<file path="src/rtl/led_ctrl_pkg.sv">
// ----------------------------------------------------------------------------
// led_ctrl_pkg : shared types and constants for the I2C LED controller
// Rev 1.0
// ----------------------------------------------------------------------------
`default_nettype none

package led_ctrl_pkg;

  typedef enum logic [2:0] {
    ST_IDLE    = 3'd0,
    ST_FETCH   = 3'd1,
    ST_WAIT_RD = 3'd2,
    ST_SEND    = 3'd3,
    ST_DRAIN   = 3'd4,
    ST_LATCH   = 3'd5
  } sched_state_t;

  // Byte offsets of each colour inside one LED's 3-byte slot (WS2812 wire order).
  localparam int c_OFS_G = 0;
  localparam int c_OFS_R = 1;
  localparam int c_OFS_B = 2;

  localparam int c_BYTES_PER_LED     = 3;
  localparam int c_LATCH_CYCLES_DFLT = 3000;

  function automatic int led_nbytes(input int led_cnt);
    return c_BYTES_PER_LED * led_cnt;
  endfunction

endpackage

`default_nettype wire

</file>
<file path="src/rtl/led_latch_timer.sv">
// ----------------------------------------------------------------------------
// led_latch_timer : loadable down-counter, one-cycle expired pulse at zero
// Rev 1.0
// ----------------------------------------------------------------------------
`default_nettype none

module led_latch_timer #(
  parameter int CNT_W = 12
) (
  input  logic             clk,
  input  logic             rst_n,
  input  logic             i_start,
  input  logic [CNT_W-1:0] i_load_val,
  output logic             o_expired
);

  logic [CNT_W-1:0] r_count;
  logic             r_active;

  // Loading N gives an expired pulse N cycles after the load edge.
  always_ff @(posedge clk or negedge rst_n) begin
    if (!rst_n) begin
      r_count  <= '0;
      r_active <= 1'b0;
    end else if (i_start) begin
      r_count  <= i_load_val;
      r_active <= 1'b1;
    end else if (r_active) begin
      if (r_count == '0) begin
        r_active <= 1'b0;
      end else begin
        r_count <= r_count - 1'b1;
      end
    end
  end

  assign o_expired = r_active && (r_count == '0);

endmodule

`default_nettype wire

</file>
<file path="src/rtl/led_frame_scheduler.sv">
// ----------------------------------------------------------------------------
// led_frame_scheduler : WS2812 frame sequencer and colour-buffer port arbiter
// Rev 1.0
// ----------------------------------------------------------------------------
`default_nettype none

module led_frame_scheduler
  import led_ctrl_pkg::*;
#(
  parameter int LED_CNT      = 11,
  parameter int LATCH_CYCLES = c_LATCH_CYCLES_DFLT,
  parameter int ADDR_W       = $clog2(led_nbytes(LED_CNT))
) (
  input  logic              clk,
  input  logic              rst_n,
  input  logic              wr_en,
  input  logic [ADDR_W-1:0] wr_addr,
  input  logic [7:0]        wr_data,
  output logic              wr_ack,
  input  logic              commit,
  output logic              mem_en,
  output logic              mem_we,
  output logic [ADDR_W-1:0] mem_addr,
  output logic [7:0]        mem_wdata,
  input  logic [7:0]        mem_rdata,
  output logic              byte_valid,
  output logic [7:0]        byte_data,
  input  logic              byte_ready,
  input  logic              ser_busy,
  output logic              busy,
  output logic              frame_done
);

  localparam int                c_NBYTES     = led_nbytes(LED_CNT);
  localparam logic [ADDR_W-1:0] c_ADDR_LIMIT = ADDR_W'(c_NBYTES);
  localparam logic [ADDR_W-1:0] c_LAST_IDX   = ADDR_W'(c_NBYTES - c_BYTES_PER_LED + c_OFS_B);
  localparam int                c_TMR_W      = $clog2(LATCH_CYCLES + 1);
  localparam logic [c_TMR_W-1:0] c_TMR_LOAD  = c_TMR_W'(LATCH_CYCLES - 1);

  sched_state_t      r_state, w_state_nxt;
  logic [ADDR_W-1:0] r_idx, w_idx_nxt;
  logic              r_pending, w_pending_nxt;
  logic              r_byte_valid, w_byte_valid_nxt;
  logic [7:0]        r_byte_data, w_byte_data_nxt;
  logic              w_tmr_start;
  logic              w_tmr_expired;
  logic              w_frame_done;
  logic              w_fetch;
  logic              w_wr_grant;
  logic              w_wr_mem;

  led_latch_timer #(
    .CNT_W (c_TMR_W)
  ) u_latch_timer (
    .clk        (clk),
    .rst_n      (rst_n),
    .i_start    (w_tmr_start),
    .i_load_val (c_TMR_LOAD),
    .o_expired  (w_tmr_expired)
  );

  always_ff @(posedge clk or negedge rst_n) begin
    if (!rst_n) begin
      r_state      <= ST_IDLE;
      r_idx        <= '0;
      r_pending    <= 1'b0;
      r_byte_valid <= 1'b0;
      r_byte_data  <= '0;
    end else begin
      r_state      <= w_state_nxt;
      r_idx        <= w_idx_nxt;
      r_pending    <= w_pending_nxt;
      r_byte_valid <= w_byte_valid_nxt;
      r_byte_data  <= w_byte_data_nxt;
    end
  end

  // A commit in any cycle is remembered; the frame-start transitions consume it,
  // so any number of commits during one frame coalesce into one further frame.
  always_comb begin
    w_state_nxt      = r_state;
    w_idx_nxt        = r_idx;
    w_pending_nxt    = r_pending | commit;
    w_byte_valid_nxt = r_byte_valid;
    w_byte_data_nxt  = r_byte_data;
    w_tmr_start      = 1'b0;
    w_frame_done     = 1'b0;
    case (r_state)
      ST_IDLE: begin
        if (commit || r_pending) begin
          w_state_nxt   = ST_FETCH;
          w_idx_nxt     = '0;
          w_pending_nxt = 1'b0;
        end
      end
      ST_FETCH: begin
        w_state_nxt = ST_WAIT_RD;
      end
      ST_WAIT_RD: begin
        w_byte_data_nxt  = mem_rdata;
        w_byte_valid_nxt = 1'b1;
        w_state_nxt      = ST_SEND;
      end
      ST_SEND: begin
        if (byte_ready) begin
          w_byte_valid_nxt = 1'b0;
          if (r_idx == c_LAST_IDX) begin
            w_state_nxt = ST_DRAIN;
          end else begin
            w_idx_nxt   = r_idx + 1'b1;
            w_state_nxt = ST_FETCH;
          end
        end
      end
      ST_DRAIN: begin
        if (!ser_busy) begin
          w_state_nxt = ST_LATCH;
          w_tmr_start = 1'b1;
        end
      end
      ST_LATCH: begin
        if (w_tmr_expired) begin
          w_frame_done = 1'b1;
          w_idx_nxt    = '0;
          if (r_pending || commit) begin
            w_state_nxt   = ST_FETCH;
            w_pending_nxt = 1'b0;
          end else begin
            w_state_nxt = ST_IDLE;
          end
        end
      end
      default: begin
        w_state_nxt = ST_IDLE;
      end
    endcase
  end

  // The reader owns the port only in FETCH; writes are gated by rst_n so every
  // combinational output reads zero while reset is held.
  assign w_fetch    = (r_state == ST_FETCH);
  assign w_wr_grant = rst_n && wr_en && !w_fetch;
  assign w_wr_mem   = w_wr_grant && (wr_addr < c_ADDR_LIMIT);

  always_comb begin
    wr_ack    = w_wr_grant;
    mem_en    = 1'b0;
    mem_we    = 1'b0;
    mem_addr  = '0;
    mem_wdata = '0;
    if (w_fetch) begin
      mem_en   = 1'b1;
      mem_addr = r_idx;
    end else if (w_wr_mem) begin
      mem_en    = 1'b1;
      mem_we    = 1'b1;
      mem_addr  = wr_addr;
      mem_wdata = wr_data;
    end
  end

  assign byte_valid = r_byte_valid;
  assign byte_data  = r_byte_data;
  assign busy       = (r_state != ST_IDLE);
  assign frame_done = w_frame_done;

endmodule

`default_nettype wire
</file>
<file path="config.mk">
export PLATFORM = sky130hd
export DESIGN_NAME = led_frame_scheduler
export DESIGN_NICKNAME = d
export VERILOG_FILES = /design/src/rtl/led_ctrl_pkg.sv /design/src/rtl/led_latch_timer.sv /design/src/rtl/led_frame_scheduler.sv
export SDC_FILE = /design/constraint.sdc
export NUM_CORES = 1
export LEC_CHECK = 0
export ABC_AREA = 1
export CAP_MARGIN = 20
export CORE_MARGIN = 3
export CORE_UTILIZATION = 35
export CTS_CLUSTER_DIAMETER = 80
export DETAILED_ROUTE_END_ITERATION = 8
export PLACE_DENSITY = 0.59
export SYNTH_ARGS = -nofsm -noshare
export SYNTH_HDL_FRONTEND = slang
export SYNTH_SLANG_ARGS = --single-unit
</file>
<file path="constraint.sdc">
create_clock -name clk -period 3.9 [get_ports clk]
set_input_delay 0.39 -clock clk [delete_from_list [all_inputs] [get_ports clk]]
set_output_delay 0.39 -clock clk [all_outputs]
set_load 0.02 [all_outputs]
</file>
# Yosys cells after proc, flatten, opt, wreduce, memory -nomap -nowiden
# Cells that the tools add are included.
dict set report totals {
  in_bits 28
  register_bits 32
  elab_cells 73
}
dict set report op_classes {
  addsub 2
  n_reduce_logical 16
  n_lt_le_gt_ge 1
  muxes 34
  bitwise 1
  n_eq_ne 12
}
# op count
set op_table {}
lappend op_table {{two-way mux 12 bit} 3}
lappend op_table {{two-way mux 6 bit} 6}
lappend op_table {{one-hot mux 3 bit (6 select lines)} 1}
lappend op_table {{one-hot mux 6 bit (3 select lines)} 1}
lappend op_table {{two-way mux 8 bit} 2}
lappend op_table {{two-way mux 3 bit} 5}
lappend op_table {{two-way mux 1 bit} 14}
lappend op_table {{zero test 12 bit} 1}
lappend op_table {{subtractor 12 x 1 -> 12 bit (second input constant)} 1}
lappend op_table {{inequality test 2 bit (second input constant)} 4}
lappend op_table {{adder 6 x 1 -> 6 bit (second input constant)} 1}
lappend op_table {{equality test 3 x 2 -> 1 bit (second input constant)} 2}
lappend op_table {{equality test 3 bit (second input constant)} 2}
lappend op_table {{equality test 6 bit (second input constant)} 1}
lappend op_table {{less-than comparator 6 bit (second input constant)} 1}
lappend op_table {{nonzero test 3 bit} 2}
lappend op_table {{AND reduction 5 bit} 1}
lappend op_table {{logical AND 1 bit} 4}
lappend op_table {{inequality test 2 x 1 -> 1 bit (second input constant)} 2}
lappend op_table {{one-hot mux 1 bit (2 select lines)} 2}
lappend op_table {{AND reduction 2 bit} 2}
lappend op_table {{AND reduction 4 bit} 1}
lappend op_table {{nonzero test 2 bit} 2}
lappend op_table {{equality test 3 x 1 -> 1 bit (second input constant)} 1}
lappend op_table {{4 further kinds} 4}

# Logic depth before layout (Yosys ltp)
dict set report logic_depth {
  depth_word 6
  depth_mapped 10
  mapped_depth_nobuf 10
}

# Cells and area by module
# Synthesis repeated with hierarchy kept, for this count alone.
dict set report hier_totals {
  hier_cells 300
  hier_area_um2 2188.3
}
# module seq_area_each_um2 area_per_inst_um2 cells_each n_inst
set modules_own_cells {}
lappend modules_own_cells {led_frame_scheduler 475.5 1221.2 155 1}
lappend modules_own_cells {led_latch_timer 325.3 967.2 145 1}

# Worst setup path before layout
# No wires, ideal clock.
dict set report synth_timing {
  path_kind {reg-to-output}
  startpoint {register r_state[0]}
  endpoint {output port mem_wdata[0]}
  stages_incl_launch_ff 8
  t_required_ps 3510
  arrival_time_ps 1369
  slack_ps 2141
  cell_sequence {dfrtp_1 -> buf_2 -> nand3_2 -> nand3_1 -> inv_2 -> nand2_2 -> buf_6 -> nor2_1}
}
dict set report synth_via {
  elab_chain_cells 6
}
# element line
set synth_lines {}
lappend synth_lines {{from (decl)} led_frame_scheduler.sv:40} ;# sched_state_t r_state, w_state_nxt;
lappend synth_lines {{from (signal assigned)} led_frame_scheduler.sv:70} ;# r_state <= w_state_nxt;
lappend synth_lines {{equality test 3 x 1 -> 1 bit} led_frame_scheduler.sv:141} ;# assign w_fetch = (r_state == ST_FETCH);
lappend synth_lines {{zero test 1 bit} led_frame_scheduler.sv:142} ;# assign w_wr_grant = rst_n && wr_en && !w_fetch;
lappend synth_lines {{logical AND 1 bit} led_frame_scheduler.sv:142}
lappend synth_lines {{named net wr_ack} led_frame_scheduler.sv:19} ;# output logic wr_ack,
lappend synth_lines {{logical AND 1 bit} led_frame_scheduler.sv:143} ;# assign w_wr_mem = w_wr_grant && (wr_addr < c_ADDR_LIMIT);
lappend synth_lines {{two-way mux 8 bit} led_frame_scheduler.sv:154} ;# end else if (w_wr_mem) begin
lappend synth_lines {{two-way mux 8 bit} led_frame_scheduler.sv:151} ;# if (w_fetch) begin
lappend synth_lines {{to (decl)} led_frame_scheduler.sv:24} ;# output logic [7:0] mem_wdata,
# The timed path passes the listed nets, and every way through them passes these cells.

# Final worst setup path
dict set report layout_timing {
  startpoint {input port wr_addr[2]}
  endpoint {output port mem_addr[2]}
}
dict set report layout_via {
  elab_chain_cells 4
}
# element line
set layout_lines {}
lappend layout_lines {{from (decl)} led_frame_scheduler.sv:17} ;# input logic [ADDR_W-1:0] wr_addr,
lappend layout_lines {{less-than comparator 6 bit} led_frame_scheduler.sv:143}
lappend layout_lines {{logical AND 1 bit} led_frame_scheduler.sv:143}
lappend layout_lines {{two-way mux 6 bit (*)} led_frame_scheduler.sv:154}
lappend layout_lines {{two-way mux 6 bit (*)} led_frame_scheduler.sv:151}
lappend layout_lines {{to (decl)} led_frame_scheduler.sv:23} ;# output logic [ADDR_W-1:0] mem_addr,
# Every way passes the cells marked *; elsewhere a longest branch is shown, timed or not.

==> results.tsv <==
stage	metric	value	unit
run_status	status	finished clean	
sta	finalHoldViolCount	0	
floorplan	die_x	82.1	um
clocking	htreeDepth	2	
setup_path	slowest_stage	clkdlybuf4s50_1	
final_layout	n_antenna_cell	0	
sta	worst_slack	1.25	ns
synthesis	yosys.cell_types.count	26	
global_routing	grt_pass1_wl	7680	um
drt	wl_per_cell	11.8	um
floorplan	floorplan.initialDensity	0.366	
power_and_ir_drop	p_per_area	494	nW/um2
sta	hold-worst-slack	0.489	ns
clocking	postCtsHoldBufs	0	
setup_path	crit_path_end_kind	output port	
power_and_ir_drop	p_int	0.828	mW
synthesis	synth.top_cell.area_share	0.395	
drt	drtIter0Drc	114	
final_layout	design_area	2740	um2
floorplan	die_h	82.1	um
hold_path	hold_class	register to register	
placement	place_worst_setup_slack	1.25	ns
floorplan	rows	27	
clocking	path_clk_slew	0.07	ns
global_routing	grt_pass1_vias	1653	
clocking	numCtsBuffers	5	
placement	dp_hpwl	3550	um
clocking	cts.sinks	32	
sta	finalCritPeriodShare	0.680	
power_and_ir_drop	power.switching	0.523	mW
setup_path	cp.arrival	2.26	ns
final_layout	nNetsFinal	363	
clocking	cts_tree	built	
drt	finalWirelength	4770	um
drt	vias_per_cell	4.71	
power_and_ir_drop	max-vdd-ir-drop	0.379	mV
final_layout	multiInputGateArea	1030	um2
sta	rsz0062_at_grt	no	
setup_path	crit_path_start_kind	input port	
sta	relSlewSlack	0.537	
floorplan	core_area	5540	um2
power_and_ir_drop	power.leakage	1.28	nW
clocking	cts_post_setup_buffers_inserted	0	
setup_path	crit_chain	clkdlybuf4s50_1 -> nor2_1 -> nand3_1 -> o21ai_0 -> nand2_2 -> inv_2 -> nand2_1 -> o21ai_0 -> clkdlybuf4s50_1	
power_and_ir_drop	seq_power_share	0.344	
power_and_ir_drop	finalPower	1.35	mW
clocking	cts_resized	0	
final_layout	regArea	801	um2
sta	worst_pin_slew	0.692	ns
sta	period_needed	2.65	ns
power_and_ir_drop	switching_share	0.387	
synthesis	synth_area_leader_cell	dfrtp_1	
sta	skew	0.00800	ns
sta	finalSetupTns	0	ns
clocking	clockBufferDepth	2	
setup_path	crit_required	3.51	ns
floorplan	pin_count	56	
synthesis	synth_nets	305	
final_layout	layout-drive-gt1-share	0.111	
synthesis	yosys_warnings	0	
global_routing	grt_max_degree	33	
synthesis	synth_area_per_cell	7.42	um2
power_and_ir_drop	pwr-share-comb	0.457	
power_and_ir_drop	clockPowerShare	0.199	
setup_path	cp_slowest_stage_delay	0.62	ns
placement	routabilityCongestion	0.759	
sta	max_freq	377	MHz
clocking	clock-root-buffer	clkbuf_8	
drt	post-route-drc-count	0	
final_layout	areaGrowthSynthToFinish	35.0	%
final_layout	fill_cells	566	
sta	setup_viol	0	
sta	maxSlewViolCount	0	
global_routing	grt_overflow	0	
placement	dpl_cell_area	2640	um2
drt	vias	1903	
drt	firstDrtPassIters	4	
global_routing	grt_usage	0.146	
clocking	worstSkewPairLatency	0.28	ns
run	maxCapViolCount	0	
synthesis	ys_top_cells_by_area	dfrtp_1 40%, nand2_1 11%, nand3_1 7.7%, inv_1 7.2%, nor2_1 6.7%	
synthesis	yosys_register_bits	32	
setup_path	path_class	input port to output port	
floorplan	dieArea	6740	um2
drt	ant_nets	0	
synthesis	synth_cells	273	
global_routing	antenna_found_initial	0	
synthesis	yosysSeqAreaShare	0.395	
synthesis	syn-cell-area	2030	um2
placement	port_buffers	55	
setup_path	crit_fanout	12	
[Yosys cell counts, drive strengths merged]
library cell and n:
a21oi 2, nand4 11, inv 44, nand2 69, xnor2 2, buf 5
xor2 1, o22ai 2, o211ai 1, nor2 40, mux2 8, ha 4
o21ai 15, dfrtp 32, nand3 34, nand3b 3
[worst max-delay path: cells and delay by family]
| family | cells | cell delay (ns) |
|---|---|---|
| AO/OA/AOI/OAI | 2 | 0.26 |
| buffers and inverters | 3 | 1.19 |
| AND/OR/NAND/NOR | 4 | 0.41 |
[registers in the layout, summed over array words and instances, names as in the netlist]
name                    cells
r_pending                   1
r_idx                       6
byte_valid                  1
u_latch_timer.r_active      1
r_state                     3
u_latch_timer.r_count      12
byte_data                   8
[power groups by stage]
stage,logic [mW],registers (mW),clock network (mW)
final,0.617,0.465,0.269
after floorplan,0.346,0.512,0
after CTS,0.624,0.465,0.279
after global placement,0.623,0.470,0
after global routing,0.675,0.474,0.294
after detailed placement,0.622,0.471,0
[area by class of cell]
class,instances,area share
Clock buffer,6,0.0302
Clock inverter,2,0.00366
Inverter,44,0.0604
Multi-Input combinational cell,192,0.376
Sequential cell,32,0.293
Tap cell,72,0.0329
Timing Repair Buffer,56,0.204
[per-layer routing]
metal	vias up	track usage	routed length, um
met5	-	0	0
li1	989	-	-
met4	0	0.0449	65
met3	6	0.0456	419
met1	852	0.212	2410
met2	56	0.208	1880
[cell families (layout without fill, tap and decap cells)]
group / Yosys count / count (layout) / synth area share
adder cells (fa/ha/maj): 4 / 4 / 0.0247
multiplexers: 8 / 8 / 0.0444
buffers and inverters: 49 / 108 / 0.0969
flip-flops: 32 / 32 / 0.395
AND/OR/NAND/NOR: 157 / 157 / 0.371
XOR/XNOR: 3 / 3 / 0.0130
AO/OA/AOI/OAI: 20 / 20 / 0.0549
[layout by cell type, fill, tap and decap left out, types with 2 or more instances in the layout]
cell type,instances
nand2_1,62
mux2_2,8
nand4_1,11
o21ai_1,6
nand2_2,5
clkdlybuf4s50_1,55
nand3_4,2
dfrtp_1,32
nand3_1,31
nand3b_1,3
nor2_2,3
a21oi_1,2
clkbuf_8,6
inv_2,5
xnor2_1,2
nor2_1,36
nand2_4,2
o21ai_0,9
clkinv_2,2
inv_1,39
ha_1,4
[final timing paths]
| check | cells after the start | start | slack, ns | to |
|---|---|---|---|---|
| min reg2reg | 2 | r_idx[5]$_DFFE_PN0P_ | 0.49 | r_idx[5]$_DFFE_PN0P_ |
| max | 9 | wr_addr[2] | 1.25 | mem_addr[2] |
| min in group asynchronous | 2 | rst_n | 0.57 | r_idx[1]$_DFFE_PN0P_ |
| max reg2reg | 6 | r_state[0]$_DFFE_PN0P_ | 2.04 | u_latch_timer.r_count[11]$_DFFE_PN0P_ |
| max in group asynchronous | 2 | rst_n | 3.03 | byte_data[1]$_DFFE_PN0P_ |
| min | 2 | r_idx[5]$_DFFE_PN0P_ | 0.49 | r_idx[5]$_DFFE_PN0P_ |
[metrics by stage]
stage           util  cells
6_report       0.494    404
5_1_grt        0.494    404
4_1_cts        0.494    404
3_5_place_dp   0.477    396
3_3_place_gp   0.477    396
2_1_floorplan      -    273
No activity file was read; power rests on OpenSTA's default activity.
